## src/rtl/data_source_sched_pkg.sv

```systemverilog
// -----------------------------------------------------------------------------
// data_source_sched_pkg
// Shared types and helpers for the data-source sequencer.
//   state_t : sequencer states (IDLE, RUN, DRAIN)
//   PASS_W  : width of the pass-count control
//   ch_lsb  : bit offset of a channel's sample inside the packed source bus
// -----------------------------------------------------------------------------
package data_source_sched_pkg;

   typedef enum logic [1:0] {
      IDLE  = 2'd0,
      RUN   = 2'd1,
      DRAIN = 2'd2
   } state_t;

   localparam int PASS_W = 8;

   // Channel k occupies bits [k*width +: width] of the packed sample bus.
   function automatic int ch_lsb(input int ch, input int width);
      return ch * width;
   endfunction

endpackage

```

## src/rtl/data_source_sched_pick.sv

```systemverilog
// -----------------------------------------------------------------------------
// data_source_sched_pick
// Combinational channel finder over an enable mask.
//   mask    in  NUM_CH : enabled channels
//   cur     in  CH_W   : currently selected channel
//   next_ch out CH_W   : lowest enabled channel strictly above cur
//   found   out 1      : next_ch is valid
//   lowest  out CH_W   : lowest enabled channel (0 when mask is empty)
// -----------------------------------------------------------------------------
module data_source_sched_pick #(
   parameter int NUM_CH = 4,
   parameter int CH_W   = 2
) (
   input  logic [NUM_CH-1:0] mask,
   input  logic [CH_W-1:0]   cur,
   output logic [CH_W-1:0]   next_ch,
   output logic              found,
   output logic [CH_W-1:0]   lowest
);

   // Scan from the top down so the last hit written is the lowest index.
   always_comb begin
      next_ch = '0;
      found   = 1'b0;
      lowest  = '0;
      for (int i = NUM_CH - 1; i >= 0; i--) begin
         if (mask[i]) begin
            lowest = CH_W'(i);
            if (i > int'(cur)) begin
               next_ch = CH_W'(i);
               found   = 1'b1;
            end
         end
      end
   end

endmodule

```

## src/rtl/data_source_sched.sv

```systemverilog
// -----------------------------------------------------------------------------
// data_source_sched
// Sequences per-channel data-source triggers (one channel at a time, ascending
// over the enabled mask, for a programmed number of passes) and funnels the
// selected channel's valid/data onto one registered, channel-tagged stream.
//
// Ports:
//   clk, rst_n         : clock, asynchronous active-low reset
//   start, stop        : start request (IDLE only), abort request
//   burst_len          : trigger-high cycles per channel (latched on start)
//   passes             : pass count, 0 behaves as 1 (latched on start)
//   ch_mask            : enabled channels (latched on start)
//   trigger_out        : one-hot or zero trigger to the sources
//   src_valid/src_data : per-source beats, channel k at [k*DATA_WIDTH +: DATA_WIDTH]
//   out_valid/out_data/out_ch : forwarded beat and its channel
//   busy, done         : not-IDLE flag, one-cycle normal-completion pulse
//   err                : sticky beat-count mismatch flag
//
// Build option: define DATA_SOURCE_SCHED_BEAT_CHECK_EN to count beats per
// burst and raise err on mismatch; otherwise err is tied low.
// -----------------------------------------------------------------------------
module data_source_sched
   import data_source_sched_pkg::*;
#(
   parameter int  NUM_CH     = 4,
   parameter int  DATA_WIDTH = 16,
   parameter int  BURST_W    = 10,
   localparam int CH_W       = $clog2(NUM_CH)
) (
   input  logic                         clk,
   input  logic                         rst_n,
   input  logic                         start,
   input  logic                         stop,
   input  logic [BURST_W-1:0]           burst_len,
   input  logic [PASS_W-1:0]            passes,
   input  logic [NUM_CH-1:0]            ch_mask,
   output logic [NUM_CH-1:0]            trigger_out,
   input  logic [NUM_CH-1:0]            src_valid,
   input  logic [NUM_CH*DATA_WIDTH-1:0] src_data,
   output logic                         out_valid,
   output logic [DATA_WIDTH-1:0]        out_data,
   output logic [CH_W-1:0]              out_ch,
   output logic                         busy,
   output logic                         done,
   output logic                         err
);

   state_t              state_reg, state_next;
   logic [NUM_CH-1:0]   mask_reg, mask_next;
   logic [BURST_W-1:0]  len_reg, len_next;
   logic [PASS_W-1:0]   passes_reg, passes_next;
   logic [PASS_W-1:0]   pass_cnt_reg, pass_cnt_next;
   logic [BURST_W-1:0]  burst_cnt_reg, burst_cnt_next;
   logic [CH_W-1:0]     cur_ch_reg, cur_ch_next;
   logic                stop_reg, stop_next;
   logic [NUM_CH-1:0]   trigger_reg, trigger_next;
   logic                done_reg, done_next;
   logic                out_valid_reg;
   logic [DATA_WIDTH-1:0] out_data_reg;
   logic [CH_W-1:0]     out_ch_reg;

   logic                start_ok;
   logic                sel_valid;
   logic [NUM_CH-1:0]   pick_mask;
   logic [CH_W-1:0]     pick_next, pick_lowest;
   logic                pick_found;
   logic [DATA_WIDTH-1:0] src_word [NUM_CH];

   for (genvar gi = 0; gi < NUM_CH; gi++) begin : g_unpack
      assign src_word[gi] = src_data[ch_lsb(gi, DATA_WIDTH) +: DATA_WIDTH];
   end

   // In IDLE the finder looks at the live mask so the first channel is known
   // on the accepting edge; afterwards it works on the latched mask.
   assign pick_mask = (state_reg == IDLE) ? ch_mask : mask_reg;

   data_source_sched_pick #(
      .NUM_CH (NUM_CH),
      .CH_W   (CH_W)
   ) u_pick (
      .mask    (pick_mask),
      .cur     (cur_ch_reg),
      .next_ch (pick_next),
      .found   (pick_found),
      .lowest  (pick_lowest)
   );

   assign start_ok  = start && !stop && (burst_len != '0) && (ch_mask != '0);
   assign sel_valid = src_valid[cur_ch_reg];

   always_ff @(posedge clk or negedge rst_n) begin
      if (!rst_n) begin
         state_reg     <= IDLE;
         mask_reg      <= '0;
         len_reg       <= '0;
         passes_reg    <= '0;
         pass_cnt_reg  <= '0;
         burst_cnt_reg <= '0;
         cur_ch_reg    <= '0;
         stop_reg      <= 1'b0;
         trigger_reg   <= '0;
         done_reg      <= 1'b0;
      end else begin
         state_reg     <= state_next;
         mask_reg      <= mask_next;
         len_reg       <= len_next;
         passes_reg    <= passes_next;
         pass_cnt_reg  <= pass_cnt_next;
         burst_cnt_reg <= burst_cnt_next;
         cur_ch_reg    <= cur_ch_next;
         stop_reg      <= stop_next;
         trigger_reg   <= trigger_next;
         done_reg      <= done_next;
      end
   end

   always_comb begin
      state_next     = state_reg;
      mask_next      = mask_reg;
      len_next       = len_reg;
      passes_next    = passes_reg;
      pass_cnt_next  = pass_cnt_reg;
      burst_cnt_next = burst_cnt_reg;
      cur_ch_next    = cur_ch_reg;
      stop_next      = stop_reg;
      trigger_next   = trigger_reg;
      done_next      = 1'b0;

      case (state_reg)
         IDLE: begin
            if (start_ok) begin
               state_next     = RUN;
               mask_next      = ch_mask;
               len_next       = burst_len;
               passes_next    = (passes == '0) ? PASS_W'(1) : passes;
               pass_cnt_next  = '0;
               cur_ch_next    = pick_lowest;
               burst_cnt_next = BURST_W'(1);
               stop_next      = 1'b0;
               trigger_next   = NUM_CH'(1) << pick_lowest;
            end
         end

         RUN: begin
            // burst_cnt holds the number of trigger-high cycles already issued
            if (stop || (burst_cnt_reg == len_reg)) begin
               state_next   = DRAIN;
               trigger_next = '0;
               stop_next    = stop_reg || stop;
            end else begin
               burst_cnt_next = burst_cnt_reg + BURST_W'(1);
            end
         end

         DRAIN: begin
            stop_next = stop_reg || stop;
            if (!sel_valid) begin
               if (stop_reg || stop) begin
                  state_next = IDLE;
               end else if (pick_found) begin
                  state_next     = RUN;
                  cur_ch_next    = pick_next;
                  burst_cnt_next = BURST_W'(1);
                  trigger_next   = NUM_CH'(1) << pick_next;
               end else if (({1'b0, pass_cnt_reg} + (PASS_W+1)'(1)) < {1'b0, passes_reg}) begin
                  state_next     = RUN;
                  pass_cnt_next  = pass_cnt_reg + PASS_W'(1);
                  cur_ch_next    = pick_lowest;
                  burst_cnt_next = BURST_W'(1);
                  trigger_next   = NUM_CH'(1) << pick_lowest;
               end else begin
                  state_next = IDLE;
                  done_next  = 1'b1;
               end
            end
         end

         default: begin
            state_next   = IDLE;
            trigger_next = '0;
         end
      endcase
   end

   // Output stream: registered copy of the selected channel; data and tag
   // only move on a forwarded beat.
   always_ff @(posedge clk or negedge rst_n) begin
      if (!rst_n) begin
         out_valid_reg <= 1'b0;
         out_data_reg  <= '0;
         out_ch_reg    <= '0;
      end else begin
         out_valid_reg <= (state_reg != IDLE) && sel_valid;
         if ((state_reg != IDLE) && sel_valid) begin
            out_data_reg <= src_word[cur_ch_reg];
            out_ch_reg   <= cur_ch_reg;
         end
      end
   end

`ifdef DATA_SOURCE_SCHED_BEAT_CHECK_EN
   logic [BURST_W:0] beat_cnt_reg;
   logic             err_reg;
   logic             burst_load;
   logic             drain_exit;

   assign burst_load = (state_next == RUN) && (state_reg != RUN);
   assign drain_exit = (state_reg == DRAIN) && !sel_valid;

   always_ff @(posedge clk or negedge rst_n) begin
      if (!rst_n) begin
         beat_cnt_reg <= '0;
         err_reg      <= 1'b0;
      end else begin
         if ((state_reg == IDLE) && (state_next == RUN)) begin
            err_reg <= 1'b0;
         end else if (drain_exit && (beat_cnt_reg != {1'b0, len_reg})) begin
            err_reg <= 1'b1;
         end
         // saturate so a chattering source cannot wrap back to a match
         if (burst_load) begin
            beat_cnt_reg <= '0;
         end else if ((state_reg != IDLE) && sel_valid && !(&beat_cnt_reg)) begin
            beat_cnt_reg <= beat_cnt_reg + (BURST_W+1)'(1);
         end
      end
   end

   assign err = err_reg;
`else
   assign err = 1'b0;
`endif

   assign trigger_out = trigger_reg;
   assign out_valid   = out_valid_reg;
   assign out_data    = out_data_reg;
   assign out_ch      = out_ch_reg;
   assign busy        = (state_reg != IDLE);
   assign done        = done_reg;

endmodule

```

## config.mk

```make
export PLATFORM = sky130hd
export DESIGN_NAME = data_source_sched
export DESIGN_NICKNAME = d
export VERILOG_FILES = /design/src/rtl/data_source_sched_pkg.sv /design/src/rtl/data_source_sched_pick.sv /design/src/rtl/data_source_sched.sv
export SDC_FILE = /design/constraint.sdc
export NUM_CORES = 1
export LEC_CHECK = 0
export CORE_MARGIN = 2
export CORE_UTILIZATION = 52
export DETAILED_ROUTE_END_ITERATION = 8
export PLACE_DENSITY = 0.86
export SLEW_MARGIN = 20
export SYNTH_ARGS = -nofsm -noshare
export SYNTH_HDL_FRONTEND = slang
export SYNTH_SLANG_ARGS = --single-unit
```

## constraint.sdc

```tcl
create_clock -name clk -period 6.75 [get_ports clk]
set_input_delay 2.025 -clock clk [delete_from_list [all_inputs] [get_ports clk]]
set_output_delay 2.025 -clock clk [all_outputs]
set_load 0.005 [all_outputs]
```

* Word-level counts from Yosys, hierarchy flattened *
Index checks and enable logic that the tools add are counted.

cells by class
  add/subtract/negate cells = 3
  $lt $le $gt $ge = 6
  eq/ne operators = 11
  shift-type cells = 2
  mux-type cells = 64
  bitwise gates (word level) = 1
  reduce and logical (&&, ||, !) cells = 21

operator list
  kind                     count
  $mux W10                 6
  $mux W8                  6
  $mux W2                  18
  $bmux W16 S2             1
  $mux W16                 2
  $pmux W10 S3             1
  $mux W4                  7
  $mux W1                  17
  $pmux W8 S2              1
  $ne A2 B2 Y1 const B     7
  $pmux W4 S3              1
  $reduce_and A6 Y1        2
  $add A10 B1 Y10 const B  1
  $eq A10 B10 Y1           1
  $reduce_and A5 Y1        2
  $reduce_bool A10 Y1      1
  $add A8 B1 Y9 const B    1
  $lt A9 B8 Y1             1
  $add A8 B1 Y8 const B    1
  $logic_not A8 Y1         1
  $shl A1 B2 Y4 const A    2
  $pmux W2 S3              1
  $reduce_and A3 Y1        2
  $gt A2 B2 Y1 const A     2
  18 further kinds         23

storage, ports and cells
  flip-flop bits (word level) = 69
  output and inout port bits = 26

* Logic depth before layout (Yosys ltp) *
  depth in word-level cells = 12
  mapped depth = 12
  depth with buffers taken out = 11

* Cells and area by module *
A second synthesis with hierarchy kept.

second synthesis, totals
  cell total of the unflattened synthesis = 367
  area total of the unflattened synthesis = 4,085.2 um^2

modules (own cells, without submodules)
  module                  instances  cells an instance  area each (um^2)
  data_source_sched       1          353                4,005.1
  data_source_sched_pick  1          14                 80.1

* Least setup slack after synthesis *
OpenSTA, ideal clock, no wires.

  kind = input to register
  start point = in burst_len[5]
  end point = reg trigger_reg[1] (netlist: trigger_out[1])
  setup time = 0.128 ns
  data arrival time = 3.799 ns
  data required time = 6.622 ns
  setup slack = 2.824 ns
  cell stages on the path = 7
  buffers on the path = 1
  cells stage by stage = or4_1 nor4_2 o21a_1 a221o_1 buf_6 nand2b_4 mux2_1

on the way
  word-level cells in the longest chain between the ends = 5

ends and longest elaborated chain
  what                                line                      RTL
  from (decl)                         data_source_sched.sv:34   input logic [BURST_W-1:0] burst_len,
  $reduce_bool A10 Y1                 data_source_sched.sv:88   assign start_ok = start && !stop && (burst_len != '0) && (ch_mask != '0);
  $logic_and A1 B1 Y1 (2 in a row)    data_source_sched.sv:88
  $ne A2 B2 Y1 (no source line)       -
  $reduce_and A5 Y1 (no source line)  -
  to (signal assigned)                data_source_sched.sv:112  trigger_reg <= trigger_next;
  to (decl)                           data_source_sched.sv:56   logic [NUM_CH-1:0] trigger_reg, trigger_next;

Every way passes these cells.
A chain may end at the register's enable or synchronous reset.

* Worst setup path in the final report *
  start point = reg state_reg[0]
  end point = out busy

on the way
  word-level cells in the longest chain between the ends = 1

ends and longest elaborated chain
  what                    line                      RTL
  from (decl)             data_source_sched.sv:48   state_t state_reg, state_next;
  from (signal assigned)  data_source_sched.sv:104  state_reg <= state_next;
  $reduce_bool A2 Y1      data_source_sched.sv:238  assign busy = (state_reg != IDLE);
  to (decl)               data_source_sched.sv:43   output logic busy,

Every way passes these cells.

==> out/summary.txt <==
Crit. End Element - primary output
Power Internal - 1.30 mW
Longest Clk Path Bufs - 2
Initial Util - 0.541
Register area share after synthesis - 0.411
Max Slew Vio Count - 0
Worst Skew - 0.00399 ns
Placed cell count - 599
Sw Share - 0.380
Ys Warns - 0
Mean post-synth cell area - 10.7 µm²
Lkg Pwr - 2.34 nW
CP Capture Point - busy
CP startpoint kind - register
Clock Latency Late Sink - 0.34 ns
Critical R2R Launch - pass_cnt_reg[0]
Vias per cell - 5.95
CP Launch Point - state_reg[0]
Tot GR Track Use - 0.266
Final Hold Vio Count - 0
Grt ovf - 0
Vias in the first global route - 3,624
DP Area - 5450 µm²
Clock power frac - 0.148
Fin nets - 615
FFs w/ async S/R, synth - 1.00
Clock-pin transition on the worst setup and hold timing paths - 0.07 ns
Rel. slew slack - 0.267
Maximum fanout along the worst path - 23
Sequential power share - 0.347
Final setup violation count - 0
Final Util - 0.725
N_diodes - 0
Global-route wire length before repair - 18.2 mm
Max reg flops - 16
CTS-repair resized insts - 0
Largest net degree at the start of global routing - 70
Core ar. - 7770 µm²
Routability Congestion - 0.876
R2r endpoint - burst_cnt_reg[2]
1st-pass router iterations - 5
Die area - 8820 µm²
Most frequent cells in the layout - clkdlybuf4s50_1 (117), dfrtp_1 (69), nand2_1 (40)
Post-Route Setup TNS - 0 ns
RSZ-0062 raised after global routing - no
Fmax - 0.224 GHz
Die height - 93.9 µm
Worst slew pin tran - 1.10 ns
Area grow syn2layout - 33.9%
Syn_nets - 500
Total number of vias - 3,661
Detailed Place HPWL - 8.64 mm
CTS Buf Count - 9
Min Tclk post-route - 4.47 ns
Share of cells above drive strength 1 - 0.148
Post-Synthesis Cells - 393
Max H-tree Level - 3
Distinct cells, synth - 61
Leading area contributor after synthesis - dfrtp_1
Root buf cell - clkbuf_8
Starting DRC count in detailed routing - 139
Drt total wl - 11.4 mm
Commonest non-fill, non-tap cell in the layout - clkdlybuf4s50_1
Post-synth EDFFs - 0
# clock sinks - 69
Logic pwr share - 0.505
Synthesis-stage register bit count - 69
Run status - finished clean
Worst VDD drop - 246 µV
Initial antenna violation count - 0
DRC errors left - 0
Routed Antenna Nets - 0
Hold Crit Class - reg -> reg
# port buffers - 118
WL per Instance - 18.5 µm
Worst Hold Launch - passes_reg[0]
Worst EP arrival - 2.44 ns
Num rows - 32
Pwr dens - 373 nW/µm²
Fin Hold WS - 0.489 ns
Psw - 0.798 mW
Die Wd - 93.9 µm
Worst Reg-to-Reg Cells - 11
CTS tree - done
Critical path type - reg -> out
Area share of the leading cell type in the synthesized netlist - 0.411
MaxCap Viol Count - 0
Largest cells by area after synthesis - dfrtp_1 (41%), mux4_2 (9.1%), mux2_2 (7.8%)
R2R Setup Slk - 3.20 ns
Worst path required time - 4.72 ns
I/O Pins - 120
Final std cells w/o fill - 615
Final Cell Area - 5630 µm²
Hold-fix buffers, CTS - 0
Postcts setup bufs - 0
Period utilisation layout - 0.662
Ys flop type - dfrtp_1
Mapped Area - 4210 µm²
-- cell usage after synthesis, drive strengths merged (9+ instances only) --
| library cell | number |
|---|---|
| buf | 10 |
| nor2 | 18 |
| nand2 | 40 |
| xnor2 | 14 |
| o21ai | 29 |
| nand3 | 18 |
| mux2 | 33 |
| mux4 | 17 |
| nor3 | 9 |
| ha | 13 |
| dfrtp | 69 |
| inv | 20 |
-- layer usage --
metal	routed length [µm]	GRT usage	share of wire	up-vias
li1	-	-	-	1694
met1	4570	0.332	0.40	1782
met2	5710	0.461	0.50	164
met3	877	0.0514	0.077	21
met4	233	0.0918	0.020	0
met5	0	0	0	-
-- cells by family after synthesis --
group | share of synthesized area
buffers and inverters | 0.0381
adder cells (fa/ha/maj) | 0.0387
flip-flops | 0.411
AND/OR/NAND/NOR | 0.155
XOR/XNOR | 0.0312
AO/OA/AOI/OAI | 0.137
other | 0.000892
multiplexers | 0.189
-- area by class of cell --
class / instances / area [µm²]
Fill cell: 569 / 2140
Sequential cell: 69 / 1730
Clock inverter: 4 / 22.5
Inverter: 20 / 75.1
Clock buffer: 12 / 155
Timing Repair Buffer: 122 / 1210
Multi-Input combinational cell: 286 / 2320
Tap cell: 102 / 128
-- power by group through the flow --
stage	clock [mW]	combinational, mW	sequential, mW
5_1_grt	0.332	1.17	0.752
2_1_floorplan	0	0.738	0.674
3_3_place_gp	0	1.03	0.729
4_1_cts	0.313	1.07	0.728
3_5_place_dp	0	1.06	0.735
6_report	0.310	1.06	0.729
-- worst min path at each step --
stage	cells after the start	slack, ns	endpoint
2_1_floorplan	2	0.44	passes_reg[0]
3_3_place_gp	2	0.46	passes_reg[0]
3_5_place_dp	2	0.48	passes_reg[0]
4_1_cts	2	0.49	passes_reg[0]
5_1_grt	1	0.52	out_data[14]
6_report	2	0.49	passes_reg[0]
-- critical path, cell delays in order (launching register included) --
cell and delay (ns):
dfrtp_1 0.41, inv_1 0.09, ha_1 0.73, inv_1 0.31, clkdlybuf4s50_1 0.55
-- stage by stage --
stage	setup WS [ns]	power (mW)
CTS	2.31	2.11
detailed placement	2.01	1.80
global placement	2.07	1.76
floorplan	2.82	1.41
global route	2.16	2.25
finish	2.28	2.10
(Power assumes the default switching activity.)
